==> config.mk <==
export PLATFORM = sky130hd
export DESIGN_NAME = draw_wrback
export DESIGN_NICKNAME = d
export VERILOG_FILES = /design/src/rtl/draw_pkg.sv /design/src/rtl/draw_wrback_addr.sv /design/src/rtl/draw_wrback.sv
export SDC_FILE = /design/constraint.sdc
export NUM_CORES = 1
export LEC_CHECK = 0
export ABC_AREA = 1
export CAP_MARGIN = 20
export CELL_PAD_IN_SITES_DETAIL_PLACEMENT = 0
export CELL_PAD_IN_SITES_GLOBAL_PLACEMENT = 1
export CORE_ASPECT_RATIO = 1.25
export CORE_MARGIN = 2
export CORE_UTILIZATION = 34
export CTS_BUF_LIST = sky130_fd_sc_hd__clkbuf_4 sky130_fd_sc_hd__clkbuf_8 sky130_fd_sc_hd__clkbuf_16
export CTS_CLUSTER_DIAMETER = 50
export DETAILED_ROUTE_END_ITERATION = 12
export PLACE_DENSITY_LB_ADDON = 0.1
export SYNTH_ARGS = -nofsm -noshare
export SYNTH_HDL_FRONTEND = slang
export SYNTH_SLANG_ARGS = --single-unit
==> constraint.sdc <==
create_clock -name CLK -period 3.6 [get_ports CLK]
set_input_delay 0.72 -clock CLK [delete_from_list [all_inputs] [get_ports CLK]]
set_output_delay 0.72 -clock CLK [all_outputs]
set_load 0.005 [all_outputs]
==> src/rtl/draw_pkg.sv <==
// Shared definitions for the draw write-back engine: FSM encoding,
// byte-enable constants and the burst sizing helper.
package draw_pkg;

    typedef enum logic [2:0] {
        ST_IDLE  = 3'd0,
        ST_CHECK = 3'd1,
        ST_REQ   = 3'd2,
        ST_DATA  = 3'd3,
        ST_NEXT  = 3'd4,
        ST_FIN   = 3'd5
    } state_t;

    localparam logic [7:0] BE_FULL       = 8'hFF;
    localparam logic [7:0] BE_HALF       = 8'hF0;
    localparam int         MAX_BURST_DEF = 16;

    // Beats in the next burst: never more than max_burst, never past the line end.
    function automatic logic [4:0] burst_beats(input logic [11:0] words_left, input int max_burst);
        if (words_left > 12'(max_burst)) begin
            return 5'(max_burst);
        end
        return words_left[4:0];
    endfunction

endpackage

==> src/rtl/draw_wrback_addr.sv <==
// Address, line and word bookkeeping for draw_wrback: tracks the current burst
// address/length, words left in the line and lines left in the blit.
module draw_wrback_addr
    import draw_pkg::*;
#(
    parameter int MAX_BURST = MAX_BURST_DEF
) (
    input  logic        CLK,
    input  logic        RST_X,
    input  logic        clr,
    input  logic        load,
    input  logic        beat,
    input  logic        next_line,
    input  logic [31:0] reg_dst_addr,
    input  logic [15:0] reg_dst_stride,
    input  logic [11:0] reg_width,
    input  logic [11:0] reg_height,
    output logic [31:0] mem_addr,
    output logic [3:0]  mem_len,
    output logic        burst_end,
    output logic        line_end,
    output logic        last_line,
    output logic        half_word
);

    logic [31:0] line_addr_q, line_addr_d;
    logic [31:0] addr_q, addr_d;
    logic [15:0] stride_q, stride_d;
    logic [11:0] wpl_q, wpl_d;
    logic [11:0] words_left_q, words_left_d;
    logic [11:0] lines_left_q, lines_left_d;
    logic [4:0]  beats_left_q, beats_left_d;
    logic [3:0]  len_q, len_d;
    logic        odd_q, odd_d;

    logic [11:0] wpl_in;
    logic [4:0]  beats;
    logic [4:0]  len_p1;
    logic [31:0] next_line_addr;

    always_comb begin
        line_addr_d  = line_addr_q;
        addr_d       = addr_q;
        stride_d     = stride_q;
        wpl_d        = wpl_q;
        words_left_d = words_left_q;
        lines_left_d = lines_left_q;
        beats_left_d = beats_left_q;
        len_d        = len_q;
        odd_d        = odd_q;
        beats        = '0;
        wpl_in       = 12'((13'(reg_width) + 13'd1) >> 1);
        len_p1       = {1'b0, len_q} + 5'd1;
        next_line_addr = line_addr_q + {16'd0, stride_q};

        if (clr) begin
            line_addr_d  = '0;
            addr_d       = '0;
            stride_d     = '0;
            wpl_d        = '0;
            words_left_d = '0;
            lines_left_d = '0;
            beats_left_d = '0;
            len_d        = '0;
            odd_d        = 1'b0;
        end else if (load) begin
            beats        = burst_beats(wpl_in, MAX_BURST);
            line_addr_d  = reg_dst_addr;
            addr_d       = reg_dst_addr;
            stride_d     = reg_dst_stride;
            wpl_d        = wpl_in;
            words_left_d = wpl_in;
            lines_left_d = reg_height;
            beats_left_d = beats;
            len_d        = 4'(beats - 5'd1);
            odd_d        = reg_width[0];
        end else if (beat) begin
            words_left_d = words_left_q - 12'd1;
            beats_left_d = beats_left_q - 5'd1;
            // Burst finished with words still pending in this line: queue the next burst.
            if (beats_left_q == 5'd1 && words_left_q != 12'd1) begin
                beats        = burst_beats(words_left_q - 12'd1, MAX_BURST);
                addr_d       = addr_q + {24'd0, len_p1, 3'b000};
                beats_left_d = beats;
                len_d        = 4'(beats - 5'd1);
            end
        end else if (next_line) begin
            beats        = burst_beats(wpl_q, MAX_BURST);
            line_addr_d  = next_line_addr;
            addr_d       = next_line_addr;
            words_left_d = wpl_q;
            lines_left_d = lines_left_q - 12'd1;
            beats_left_d = beats;
            len_d        = 4'(beats - 5'd1);
        end
    end

    always_ff @(posedge CLK or negedge RST_X) begin
        if (!RST_X) begin
            line_addr_q  <= '0;
            addr_q       <= '0;
            stride_q     <= '0;
            wpl_q        <= '0;
            words_left_q <= '0;
            lines_left_q <= '0;
            beats_left_q <= '0;
            len_q        <= '0;
            odd_q        <= 1'b0;
        end else begin
            line_addr_q  <= line_addr_d;
            addr_q       <= addr_d;
            stride_q     <= stride_d;
            wpl_q        <= wpl_d;
            words_left_q <= words_left_d;
            lines_left_q <= lines_left_d;
            beats_left_q <= beats_left_d;
            len_q        <= len_d;
            odd_q        <= odd_d;
        end
    end

    assign mem_addr  = addr_q;
    assign mem_len   = len_q;
    assign burst_end = (beats_left_q == 5'd1);
    assign line_end  = (words_left_q == 12'd1);
    assign last_line = (lines_left_q == 12'd1);
    assign half_word = odd_q && (words_left_q == 12'd1);

endmodule

==> src/rtl/draw_wrback.sv <==
// Draw write-back engine: pops pixel pairs from a FWFT FIFO and writes them as
// line-bounded bursts. Stall counter built only with DRAW_WRBACK_PERF_EN defined.
//
// state | meaning
// IDLE  | waiting for START
// CHECK | validate and latch blit registers
// REQ   | burst request held until MEM_ACK
// DATA  | stream burst beats from FIFO to memory
// NEXT  | advance to next line or finish
// FIN   | one-cycle DONE pulse
module draw_wrback
    import draw_pkg::*;
#(
    parameter int MAX_BURST = MAX_BURST_DEF
) (
    input  logic        CLK,
    input  logic        RST_X,
    input  logic        INIT,
    input  logic        START,
    input  logic [31:0] REG_DST_ADDR,
    input  logic [15:0] REG_DST_STRIDE,
    input  logic [11:0] REG_WIDTH,
    input  logic [11:0] REG_HEIGHT,
    input  logic [63:0] WR_DATA,
    input  logic        WR_EMPTY,
    output logic        WR_RD,
    output logic        MEM_REQ,
    input  logic        MEM_ACK,
    output logic [31:0] MEM_ADDR,
    output logic [3:0]  MEM_LEN,
    output logic        MEM_WVALID,
    input  logic        MEM_WREADY,
    output logic [63:0] MEM_WDATA,
    output logic [7:0]  MEM_BE,
    output logic        BUSY,
    output logic        DONE,
    output logic [1:0]  ERROR,
    output logic [31:0] PERF_STALL
);

    state_t      state_q, state_d;
    logic [1:0]  error_q, error_d;
    logic [1:0]  err_chk;
    logic        load, beat, next_line, wvalid;
    logic        burst_end, line_end, last_line, half_word;

    always_comb begin
        state_d   = state_q;
        error_d   = error_q;
        load      = 1'b0;
        beat      = 1'b0;
        next_line = 1'b0;
        wvalid    = 1'b0;
        err_chk   = {(REG_DST_ADDR[2:0] != 3'd0) || (REG_DST_STRIDE[2:0] != 3'd0),
                     (REG_WIDTH == 12'd0) || (REG_HEIGHT == 12'd0)};

        case (state_q)
            ST_IDLE: begin
                if (START) begin
                    state_d = ST_CHECK;
                    error_d = 2'b00;
                end
            end
            ST_CHECK: begin
                error_d = err_chk;
                if (err_chk != 2'b00) begin
                    state_d = ST_FIN;
                end else begin
                    load    = 1'b1;
                    state_d = ST_REQ;
                end
            end
            ST_REQ: begin
                if (MEM_ACK) begin
                    state_d = ST_DATA;
                end
            end
            ST_DATA: begin
                wvalid = !WR_EMPTY;
                if (wvalid && MEM_WREADY) begin
                    beat = 1'b1;
                    if (burst_end) begin
                        state_d = line_end ? ST_NEXT : ST_REQ;
                    end
                end
            end
            ST_NEXT: begin
                if (last_line) begin
                    state_d = ST_FIN;
                end else begin
                    next_line = 1'b1;
                    state_d   = ST_REQ;
                end
            end
            ST_FIN:  state_d = ST_IDLE;
            default: state_d = ST_IDLE;
        endcase

        // INIT aborts everything, including a beat handshake in flight.
        if (INIT) begin
            state_d   = ST_IDLE;
            error_d   = 2'b00;
            load      = 1'b0;
            beat      = 1'b0;
            next_line = 1'b0;
            wvalid    = 1'b0;
        end
    end

    always_ff @(posedge CLK or negedge RST_X) begin
        if (!RST_X) begin
            state_q <= ST_IDLE;
            error_q <= 2'b00;
        end else begin
            state_q <= state_d;
            error_q <= error_d;
        end
    end

    draw_wrback_addr #(.MAX_BURST(MAX_BURST)) u_addr (
        .CLK            (CLK),
        .RST_X          (RST_X),
        .clr            (INIT),
        .load           (load),
        .beat           (beat),
        .next_line      (next_line),
        .reg_dst_addr   (REG_DST_ADDR),
        .reg_dst_stride (REG_DST_STRIDE),
        .reg_width      (REG_WIDTH),
        .reg_height     (REG_HEIGHT),
        .mem_addr       (MEM_ADDR),
        .mem_len        (MEM_LEN),
        .burst_end      (burst_end),
        .line_end       (line_end),
        .last_line      (last_line),
        .half_word      (half_word)
    );

    assign MEM_REQ    = (state_q == ST_REQ);
    assign MEM_WVALID = wvalid;
    assign WR_RD      = beat;
    assign MEM_WDATA  = (state_q == ST_DATA) ? WR_DATA : 64'd0;
    assign MEM_BE     = (state_q != ST_DATA) ? 8'h00 : (half_word ? BE_HALF : BE_FULL);
    assign BUSY       = (state_q != ST_IDLE);
    assign DONE       = (state_q == ST_FIN);
    assign ERROR      = error_q;

`ifdef DRAW_WRBACK_PERF_EN
    logic [31:0] perf_q, perf_d;
    logic        start_acc;

    assign start_acc = (state_q == ST_IDLE) && START && !INIT;

    always_comb begin
        perf_d = perf_q;
        if (INIT || start_acc) begin
            perf_d = '0;
        end else if (state_q == ST_DATA && (WR_EMPTY || !MEM_WREADY) && perf_q != 32'hFFFF_FFFF) begin
            perf_d = perf_q + 32'd1;
        end
    end

    always_ff @(posedge CLK or negedge RST_X) begin
        if (!RST_X) begin
            perf_q <= '0;
        end else begin
            perf_q <= perf_d;
        end
    end

    assign PERF_STALL = perf_q;
`else
    assign PERF_STALL = 32'd0;
`endif

endmodule

After elaboration in Yosys (flattened, before gate mapping)
Index checks and enable logic that the tools add are counted.

word-level totals
  register bits after elaboration = 131
  latch bits = 0
  memory bits (writable) = 0
  ROM bits = 0
  word-level logic and storage cells = 148
  memories = 0

operators by class
  add/sub/neg operators = 10
  multipliers = 0
  div/mod/pow operators = 0
  $lt $le $gt $ge = 3
  equal/unequal tests = 16
  shifts and indexed selects = 0
  mux-type cells = 87
  bitwise gates (word level) = 0
  reduce and logical (&&, ||, !) cells = 21

operators by type and width
  operator                                             number
  2-to-1 mux 32 bit                                    8
  2-to-1 mux 12 bit                                    10
  2-to-1 mux 5 bit                                     21
  2-to-1 mux 64 bit                                    1
  > comparator 12 x 5 -> 1 bit, second input constant  3
  adder 32 x 16 -> 32 bit                              1
  adder 32 x 8 -> 32 bit                               1
  2-to-1 mux 16 bit                                    2
  2-to-1 mux 1 bit                                     26
  == test 12 x 1 -> 1 bit, second input constant       2
  zero test 12 bit                                     2
  2-to-1 mux 3 bit                                     8
  2-to-1 mux 4 bit                                     6
  subtractor 12 x 1 -> 12 bit, second input constant   2
  one-hot mux 3 bit (5 select lines)                   1
  nonzero test 3 bit                                   5
  adder 12 x 1 -> 13 bit, second input constant        1
  != test 12 x 1 -> 1 bit, second input constant       1
  subtractor 4 x 1 -> 4 bit, second input constant     3
  != test 3 x 2 -> 1 bit, second input constant        3
  != test 3 bit, second input constant                 3
  2-to-1 mux 8 bit                                     1
  == test 3 x 2 -> 1 bit, second input constant        2
  == test 3 bit, second input constant                 2
  15 further kinds                                     22

Logic depth before layout (Yosys ltp)
Gate-level depths: netlist (run 1).

  depth after elaboration = 18
  gate-level depth with buffers = 19

Modules after synthesis
From an unflattened synthesis (run 1), not the netlist that was laid out.

unflattened totals
  cell total of the unflattened synthesis = 1572
  area total of the unflattened synthesis = 10547.6 µm²

by module, submodules not included
  module            instances  cells an instance  area an instance (µm²)  sequential area each (µm²)
  draw_wrback_addr  1          1308               9222.6                  3153.0
  draw_wrback       1          264                1325.0                  125.1

Least setup slack after synthesis (run 1)
No wires, ideal clock.

  kind = reg-to-reg
  start = reg u_addr.len_q[0], in the netlist u_addr.mem_len[0]
  end = reg u_addr.addr_q[21], in the netlist u_addr.mem_addr[21]
  data arrival time = 2.459 ns
  required time = 3.482 ns
  setup slack = 1.023 ns
  stages on the path, launching flop included = 18
  path buffers = 0
  clock period less this slack = 2.577 ns
  path through = dfrtp_1 > ha_1 > inv_1 > fa_1 > nand3b_1 > nand2_1 > a21oi_1 > nor2_1 > nand2_1 > nor2_2 > nand2_1 > inv_2 > nand3_1 > xnor2_1 > nand2_1 > o21ai_0 > nand3_1 > nand2_1

between the ends
  word-level cells in the longest chain between the ends = 6

RTL lines
  element                   RTL line                 RTL
  start: declaration        draw_wrback_addr.sv:33   logic [3:0] len_q, len_d;
  start signal: assignment  draw_wrback_addr.sv:117  len_q <= len_d;
  adder 4 x 1 -> 5 bit      draw_wrback_addr.sv:53   len_p1 = {1'b0, len_q} + 5'd1;
  adder 32 x 8 -> 32 bit    draw_wrback_addr.sv:83   addr_d = addr_q + {24'd0, len_p1, 3'b000};
  2-to-1 mux 32 bit         draw_wrback_addr.sv:81   if (beats_left_q == 5'd1 && words_left_q != 12'd1) begin
  2-to-1 mux 32 bit         draw_wrback_addr.sv:77   end else if (beat) begin
  2-to-1 mux 32 bit         draw_wrback_addr.sv:66   end else if (load) begin
  2-to-1 mux 32 bit         draw_wrback_addr.sv:56   if (clr) begin
  end signal: assignment    draw_wrback_addr.sv:111  addr_q <= addr_d;
  end: declaration          draw_wrback_addr.sv:27   logic [31:0] addr_q, addr_d;

Every way passes these cells. The select of a mux whose other input is x is not followed.
A chain may end at the register's enable or synchronous reset.

Worst setup path after layout (run 1)
  start = reg state_q[2]
  end = out MEM_WDATA[4]

between the ends
  word-level cells in the longest chain between the ends = 2

RTL lines
  element                   RTL line            RTL
  start: declaration        draw_wrback.sv:41   state_t state_q, state_d;
  start signal: assignment  draw_wrback.sv:115  state_q <= state_d;
  == test 3 x 2 -> 1 bit    draw_wrback.sv:142  assign MEM_WDATA = (state_q == ST_DATA) ? WR_DATA : 64'd0;
  2-to-1 mux 64 bit         draw_wrback.sv:142
  end: declaration          draw_wrback.sv:33   output logic [63:0] MEM_WDATA,

Every way passes these cells.

==> results of run 1 <==
-- synth_stat cells, types with 4 or more instances --
master / instances
nand2_1: 352
inv_1: 207
nor2_1: 205
dfrtp_1: 131
o21ai_0: 130
nand3_1: 98
a21oi_1: 53
buf_4: 41
xor2_1: 34
ha_1: 31
buf_2: 27
nor3_1: 21
clkbuf_1: 19
nand4_1: 18
o22ai_1: 18
nor4_1: 14
a22o_1: 13
inv_2: 13
o21ai_1: 13
nand2_2: 11
nand3b_1: 8
xnor2_1: 8
nor2_2: 7
o211ai_1: 7
o31ai_1: 7
or2_2: 7
a31oi_1: 6
nand3_2: 6
nor2_4: 6
a21o_1: 4
o21bai_1: 4
-- area by class of cell --
| type | instances | area share |
|---|---|---|
| Clock inverter | 14 | 0.0134 |
| Sequential cell | 131 | 0.236 |
| Antenna cell | 1 | 0.000180 |
| Inverter | 220 | 0.0595 |
| Clock buffer | 18 | 0.0316 |
| Timing Repair Buffer | 292 | 0.205 |
| Multi-Input combinational cell | 1137 | 0.418 |
| Tap cell | 401 | 0.0361 |
-- flip-flops by register name, summed over array words and instances (netlist names) --
| name | count |
|---|---|
| ERROR | 2 |
| state_q | 3 |
| u_addr.beats_left_q | 5 |
| u_addr.line_addr_q | 32 |
| u_addr.lines_left_q | 12 |
| u_addr.mem_addr | 32 |
| u_addr.mem_len | 4 |
| u_addr.odd_q | 1 |
| u_addr.stride_q | 16 |
| u_addr.words_left_q | 12 |
| u_addr.wpl_q | 12 |
-- per-stage QoR --
stage / worst slack [ns] / instances / total power, mW
floorplan: 1.02 / 1577 / 2.50
global placement: 0.265 / 2181 / 3.15
detailed placement: 0.252 / 2181 / 3.14
CTS: 0.142 / 2213 / 5.03
global route: 0.0102 / 2213 / 5.26
finish: 0.195 / 2214 / 4.99
-- power groups by stage --
stage	combinational (mW)	sequential, mW	clock (mW)
after floorplan	0.835	1.67	0
after global placement	1.46	1.68	0
after detailed placement	1.45	1.69	0
after CTS	1.46	1.66	1.91
after global routing	1.62	1.67	1.97
final	1.45	1.66	1.89
-- worst paths after layout --
kind	from	endpoint	slack, ns	cells past startpoint
worst max-delay path	state_q[2]$_DFFE_PN0P_	MEM_WDATA[4]	0.20	7
worst min-delay path	RST_X	u_addr.words_left_q[5]$_DFFE_PN0P_	0.26	1
worst max register to register	u_addr.mem_len[0]$_DFFE_PN0P_	u_addr.mem_addr[21]$_DFFE_PN0P_	0.65	17
worst min register to register	u_addr.odd_q$_DFFE_PN0P_	u_addr.odd_q$_DFFE_PN0P_	0.49	2
max in group asynchronous	RST_X	u_addr.lines_left_q[3]$_DFFE_PN0P_	2.52	2
min in group CLK	u_addr.odd_q$_DFFE_PN0P_	u_addr.odd_q$_DFFE_PN0P_	0.49	2
-- kinds of logic after synthesis --
kind of cell,share of synthesized area
flops,0.317
fa+ha+maj,0.0414
other cells,0.000363
buf+inv,0.133
simple gates,0.322
mux,0.00194
xor+xnor,0.0372
compound gates,0.147
-- worst max-delay path, cell delays in order, from the launching register on --
cell and delay, ns:
dfrtp_1 0.42, inv_2 0.13, nand2_2 0.09, nor2_4 0.27
inv_2 0.21, buf_4 0.34, nor2_1 0.16, clkdlybuf4s50_1 0.59
-- per-layer routing --
| layer | global-route usage | wire (um) |
|---|---|---|
| met3 | 0.0440 | 1940 |
| met5 | 0 | 0 |
| met1 | 0.291 | 16300 |
| met2 | 0.428 | 19100 |
| met4 | 0.0464 | 459 |
==> impl_metrics.csv, run 1 <==
group,metric,value,unit
worst_setup_path,critPathKind,"reg2out",
pwr,power.net_switching,1.63,mW
floorplanning,chipHeight,199,um
logic_synthesis,yosysTopAreaCell,"dfrtp_1",
logic_synthesis,synth-async-reset-ratio,1.00,
cts,insertion_delay,0.43,ns
floorplanning,dieArea,31800,um2
sta,finalSetupViolCount,0,
floorplanning,core,30000,um2
cts,cts_sinks,131,
sta,slew_headroom,0.568,
detailed_routing,first_pass_iters,6,
worst_setup_path,cp.required,2.88,ns
cts,cts_tree,"built",
logic_synthesis,synth_area_leaders,"dfrtp_1, nand2_1, inv_1, nor2_1, o21ai_0",
placed_design,dp_hpwl,29700,um
grt,grt_start_max_net_pins,57,
placed_design,post_dp_cell_area,13300,um2
sta,fmax,294,MHz
logic_synthesis,synthCells,1546,
detailed_routing,vias,10800,
sta,fin_crit_sh,0.946,
final_layout,final_common_cell,"nand2_1",
placed_design,numPortBuffers,257,
worst_setup_path,setup.worst_path.end_class,"output port",
sta,worstMarginPinSlew,0.647,ns
final_layout,area_growth,34.3,%
final_layout,register_area,3280,um2
flow_run,max_cap_violations,0,
pwr,p_sw_frac,0.326,
final_layout,most-common-layout-cells,"nand2_1, clkdlybuf4s50_1, inv_1",
cts,cts.hold.buffers_added,0,
final_layout,nNetsFinal,1975,
pwr,seq_power_share,0.333,
grt,grt_pass1_wl,58500,um
logic_synthesis,synth_edf_count,0,
floorplanning,start_util,0.344,
sta,rsz0062_at_grt,"no",
final_layout,stdcell_area,13900,um2
worst_setup_path,cp_max_fo,55,
worst_setup_path,start_kind,"flip-flop",
floorplanning,ios,290,
detailed_routing,first_iter_violations,622,
grt,antenna_found_initial,0,
logic_synthesis,yosysTopAreaCellShare,0.317,
worst_setup_path,crit_arrival,2.68,ns
logic_synthesis,ys_seq_elements,131,
final_layout,final_core_util,0.462,
grt,overflow,0,
final_layout,drive_gt1_frac,0.0723,
detailed_routing,drc,0,
status,status,"complete, no violations",
final_layout,multi_input_area,5800,um2
cts,post_cts_buffers,0,
logic_synthesis,synth_area,10300,um2
detailed_routing,routed_wl,37900,um
detailed_routing,ant_nets,0,
sta,slew_violations,0,
logic_synthesis,postSynthAreaPerCell,6.68,um2
cts,cts.path.max_buffers,2,
cts,cts-root-buf,"clkbuf_16",
cts,numCtsBuffers,17,
pwr,combPwrFrac,0.290,
min_path,min_path_type,"in2async",
sta,skew,0.00902,ns
floorplanning,die_x,160,um
cts,cts.clk_slew.worst_paths,0.06,ns
placed_design,gp_congestion,0.903,
pwr,internal_power,3.36,mW
logic_synthesis,synth_cell_types,48,
pwr,ir_worst_vdd,0.230,mV
detailed_routing,vias_per_cell,4.89,
logic_synthesis,synthFlopType,"dfrtp_1",
floorplanning,row_count,71,
sta,layout_min_cycle_time,3.40,ns
logic_synthesis,seq_area_frac_synth,0.317,
logic_synthesis,yosysWarnings,0,
grt,grt_pass1_vias,10600,
pwr,power_density,360,nW/um2
detailed_routing,wl_per_cell,17.1,um
sta,finalSetupTns,0,ns
cts,cts_resized,0,
pwr,clockPowerShare,0.378,
sta,hold_viol_final,0,
grt,grt_util_all_layers,0.235,
final_layout,fill_cells,3144,
cts,htreeDepth,4,
sta,fin_hold_ws,0.258,ns
pwr,leakagePower,6.65,nW
Note: power is estimated with default switching activity, not from simulation.
==> run 2: changes to the inputs <==
--- a/config.mk
+++ b/config.mk
@@ -16,6 +16,7 @@
 export CTS_CLUSTER_DIAMETER = 50
 export DETAILED_ROUTE_END_ITERATION = 12
 export PLACE_DENSITY_LB_ADDON = 0.1
+export SLEW_MARGIN = 0
 export SYNTH_ARGS = -nofsm -noshare
 export SYNTH_HDL_FRONTEND = slang
 export SYNTH_SLANG_ARGS = --single-unit
==> results of run 2 <==
No change in the layout: final DEF, timing and power equal those of run 1.
==> run 3: changes to the inputs <==
--- a/config.mk
+++ b/config.mk
@@ -5,13 +5,12 @@
 export SDC_FILE = /design/constraint.sdc
 export NUM_CORES = 1
 export LEC_CHECK = 0
-export ABC_AREA = 1
 export CAP_MARGIN = 20
 export CELL_PAD_IN_SITES_DETAIL_PLACEMENT = 0
 export CELL_PAD_IN_SITES_GLOBAL_PLACEMENT = 1
 export CORE_ASPECT_RATIO = 1.25
 export CORE_MARGIN = 2
-export CORE_UTILIZATION = 34
+export CORE_UTILIZATION = 35
 export CTS_BUF_LIST = sky130_fd_sc_hd__clkbuf_4 sky130_fd_sc_hd__clkbuf_8 sky130_fd_sc_hd__clkbuf_16
 export CTS_CLUSTER_DIAMETER = 50
 export DETAILED_ROUTE_END_ITERATION = 12
==> impl_metrics.csv, run 3 <==
group,metric,value,unit
status,status,"complete, no violations",
grt,grt_util_all_layers,0.255,
sta,rsz0062_at_grt,"no",
logic_synthesis,ys_top_cells_by_count,"nand2_1, nor2_1, dfrtp_1, a21oi_1, and3_1",
worst_setup_path,critical_path.top_delay_family,"buffers and inverters",
logic_synthesis,synth_edf_count,0,
sta,skew,0.00913,ns
floorplanning,start_util,0.357,
detailed_routing,first_pass_iters,7,
cts,post_cts_buffers,0,
sta,hold_viol_final,0,
cts,cts.path.max_buffers,2,
detailed_routing,vias,10800,
worst_setup_path,cp.required,2.88,ns
sta,finalSetupViolCount,0,
logic_synthesis,synth_cell_types,87,
logic_synthesis,synthFlopType,"dfrtp_1",
worst_setup_path,crit_slowest_cell,"clkdlybuf4s50_1",
worst_setup_path,r2r_cells,11,
worst_setup_path,r2r_slack,0.35,ns
worst_setup_path,start_kind,"flip-flop",
worst_setup_path,path_cells,"buf_4 > ha_1 > nor4b_1 > and4b_1 > a21boi_1 > clkdlybuf4s50_1",
cts,insertion_delay,0.44,ns
final_layout,final_core_util,0.490,
floorplanning,row_count,69,
sta,layout_min_cycle_time,3.39,ns
pwr,leakagePower,6.22,nW
cts,cts_sinks,131,
final_layout,final_common_cell,"clkdlybuf4s50_1",
min_path,min_path_type,"in2async",
cts,cts.hold.buffers_added,0,
logic_synthesis,synth_area,10200,um2
cts,cts.clk_slew.worst_paths,0.06,ns
placed_design,gp_congestion,0.930,
final_layout,antenna_cells,0,
logic_synthesis,synth-async-reset-ratio,1.00,
detailed_routing,ant_nets,0,
sta,fmax,295,MHz
cts,cts_tree,"built",
detailed_routing,wl_per_cell,20.1,um
final_layout,nNetsFinal,1731,
sta,slew_violations,0,
grt,antenna_found_initial,0,
logic_synthesis,synthCells,1309,
final_layout,instances_no_fill,1957,
logic_synthesis,postSynthAreaPerCell,7.78,um2
grt,grt_pass1_wl,60300,um
final_layout,most-common-layout-cells,"clkdlybuf4s50_1, nand2_1, nor2_1",
grt,grt_pass1_vias,10500,
flow_run,max_cap_violations,0,
sta,slew_headroom,0.420,
logic_synthesis,post-synth-top-count-cell,"nand2_1",
worst_setup_path,crit-reg2reg-launch,"u_addr.words_left_q[1]$_DFFE_PN0P_",
worst_setup_path,crit_buf_inv,2,
worst_setup_path,crit_arrival,2.67,ns
grt,grt_start_max_net_pins,64,
worst_setup_path,critPathKind,"reg2out",
detailed_routing,routed_wl,39300,um
grt,overflow,0,
detailed_routing,first_iter_violations,682,
logic_synthesis,seq_area_frac_synth,0.322,
worst_setup_path,cp_max_fo,9,
worst_setup_path,setup.worst_path.end_class,"output port",
final_layout,drive_gt1_frac,0.0791,
detailed_routing,vias_per_cell,5.53,
placed_design,place_inst,1926,
final_layout,area_growth,37.3,%
logic_synthesis,yosysTopAreaCellShare,0.322,
logic_synthesis,ys_seq_elements,131,
floorplanning,ios,290,
placed_design,dp_hpwl,29500,um
floorplanning,die_x,157,um
logic_synthesis,synth_area_leaders,"dfrtp_1, nand2_1, nor2_1, and3_1, a21oi_1",
pwr,power_density,407,nW/um2
detailed_routing,drc,0,
logic_synthesis,yosysWarnings,0,
pwr,ir_worst_vdd,0.348,mV
sta,worstMarginPinSlew,0.870,ns
floorplanning,dieArea,30500,um2
cts,htreeDepth,4,
sta,fin_crit_sh,0.941,
placed_design,numPortBuffers,257,
worst_setup_path,slowest_delay,0.59,ns
floorplanning,chipHeight,195,um
cts,numCtsBuffers,17,
cts,cts-root-buf,"clkbuf_16",
logic_synthesis,yosysTopAreaCell,"dfrtp_1",
worst_setup_path,r2r-end,"u_addr.mem_len[1]$_DFFE_PN0P_",
floorplanning,core,28600,um2
## run 3: kinds of logic after synthesis
group	after synthesis	share of synthesized area
compound gates	364	0.234
buf+inv	160	0.0761
other cells	1	0.000368
xor+xnor	52	0.0447
mux	2	0.00196
fa+ha+maj	33	0.0420
simple gates	566	0.279
flops	131	0.322
## run 3: worst max path at each step
| stage | start | to | slack [ns] | depth (start not counted) |
|---|---|---|---|---|
| 2_1_floorplan | u_addr.words_left_q[0]$_DFFE_PN0P_ | u_addr.mem_len[1]$_DFFE_PN0P_ | 0.72 | 12 |
| 3_3_place_gp | REG_WIDTH[0] | u_addr.mem_len[1]$_DFFE_PN0P_ | 0.14 | 11 |
| 3_5_place_dp | REG_WIDTH[1] | u_addr.mem_len[1]$_DFFE_PN0P_ | -0.0005 | 11 |
| 4_1_cts | u_addr.words_left_q[0]$_DFFE_PN0P_ | MEM_BE[0] | 0.07 | 6 |
| 5_1_grt | u_addr.words_left_q[1]$_DFFE_PN0P_ | MEM_BE[0] | 0.07 | 6 |
| 6_report | u_addr.words_left_q[0]$_DFFE_PN0P_ | MEM_BE[0] | 0.21 | 6 |
## run 3: final cells by class
class,count,area [um2]
fillers,2870,14600
flip-flops and latches,131,3280
repair buffers,322,3130
inverters,34,128
well taps,390,488
clock inverters,13,254
multi-input cells,1049,6270
clock buffers,18,439
## run 3: routing by layer
layer | vias up | track usage | routed length, um
met2 | 374 | 0.462 | 20500
li1 | 5133 | - | -
met3 | 58 | 0.0368 | 2120
met5 | - | 0 | 0
met4 | 0 | 0.0887 | 1170
met1 | 5256 | 0.305 | 15500
## run 3: timing repair
item / 4_1_cts / 5_1_grt
endpoints found under the setup margin: 0 / 4
gates resized for setup: 0 / 1
endpoints found under the hold margin: 0 / 0
## run 3: through the flow
step           setup TNS, ns  hold slack (ns)  worst slack [ns]  power [mW]  area [um2]
2_1_floorplan              0            0.424             0.724        2.82       10300
3_3_place_gp               0            0.476             0.141        3.60       13300
3_5_place_dp       -0.000518            0.481         -0.000518        3.61       13300
4_1_cts                    0            0.193            0.0730        5.73       14000
5_1_grt                    0            0.198            0.0689        6.00       14000
6_report                   0            0.189             0.214        5.70       14000
## run 3: where the power goes
group	switching [mW]	total (mW)	internal, mW
sequential	0.138	1.72	1.58
combinational	1.05	1.88	0.823
clock	0.719	2.11	1.39
total	1.91	5.70	3.79
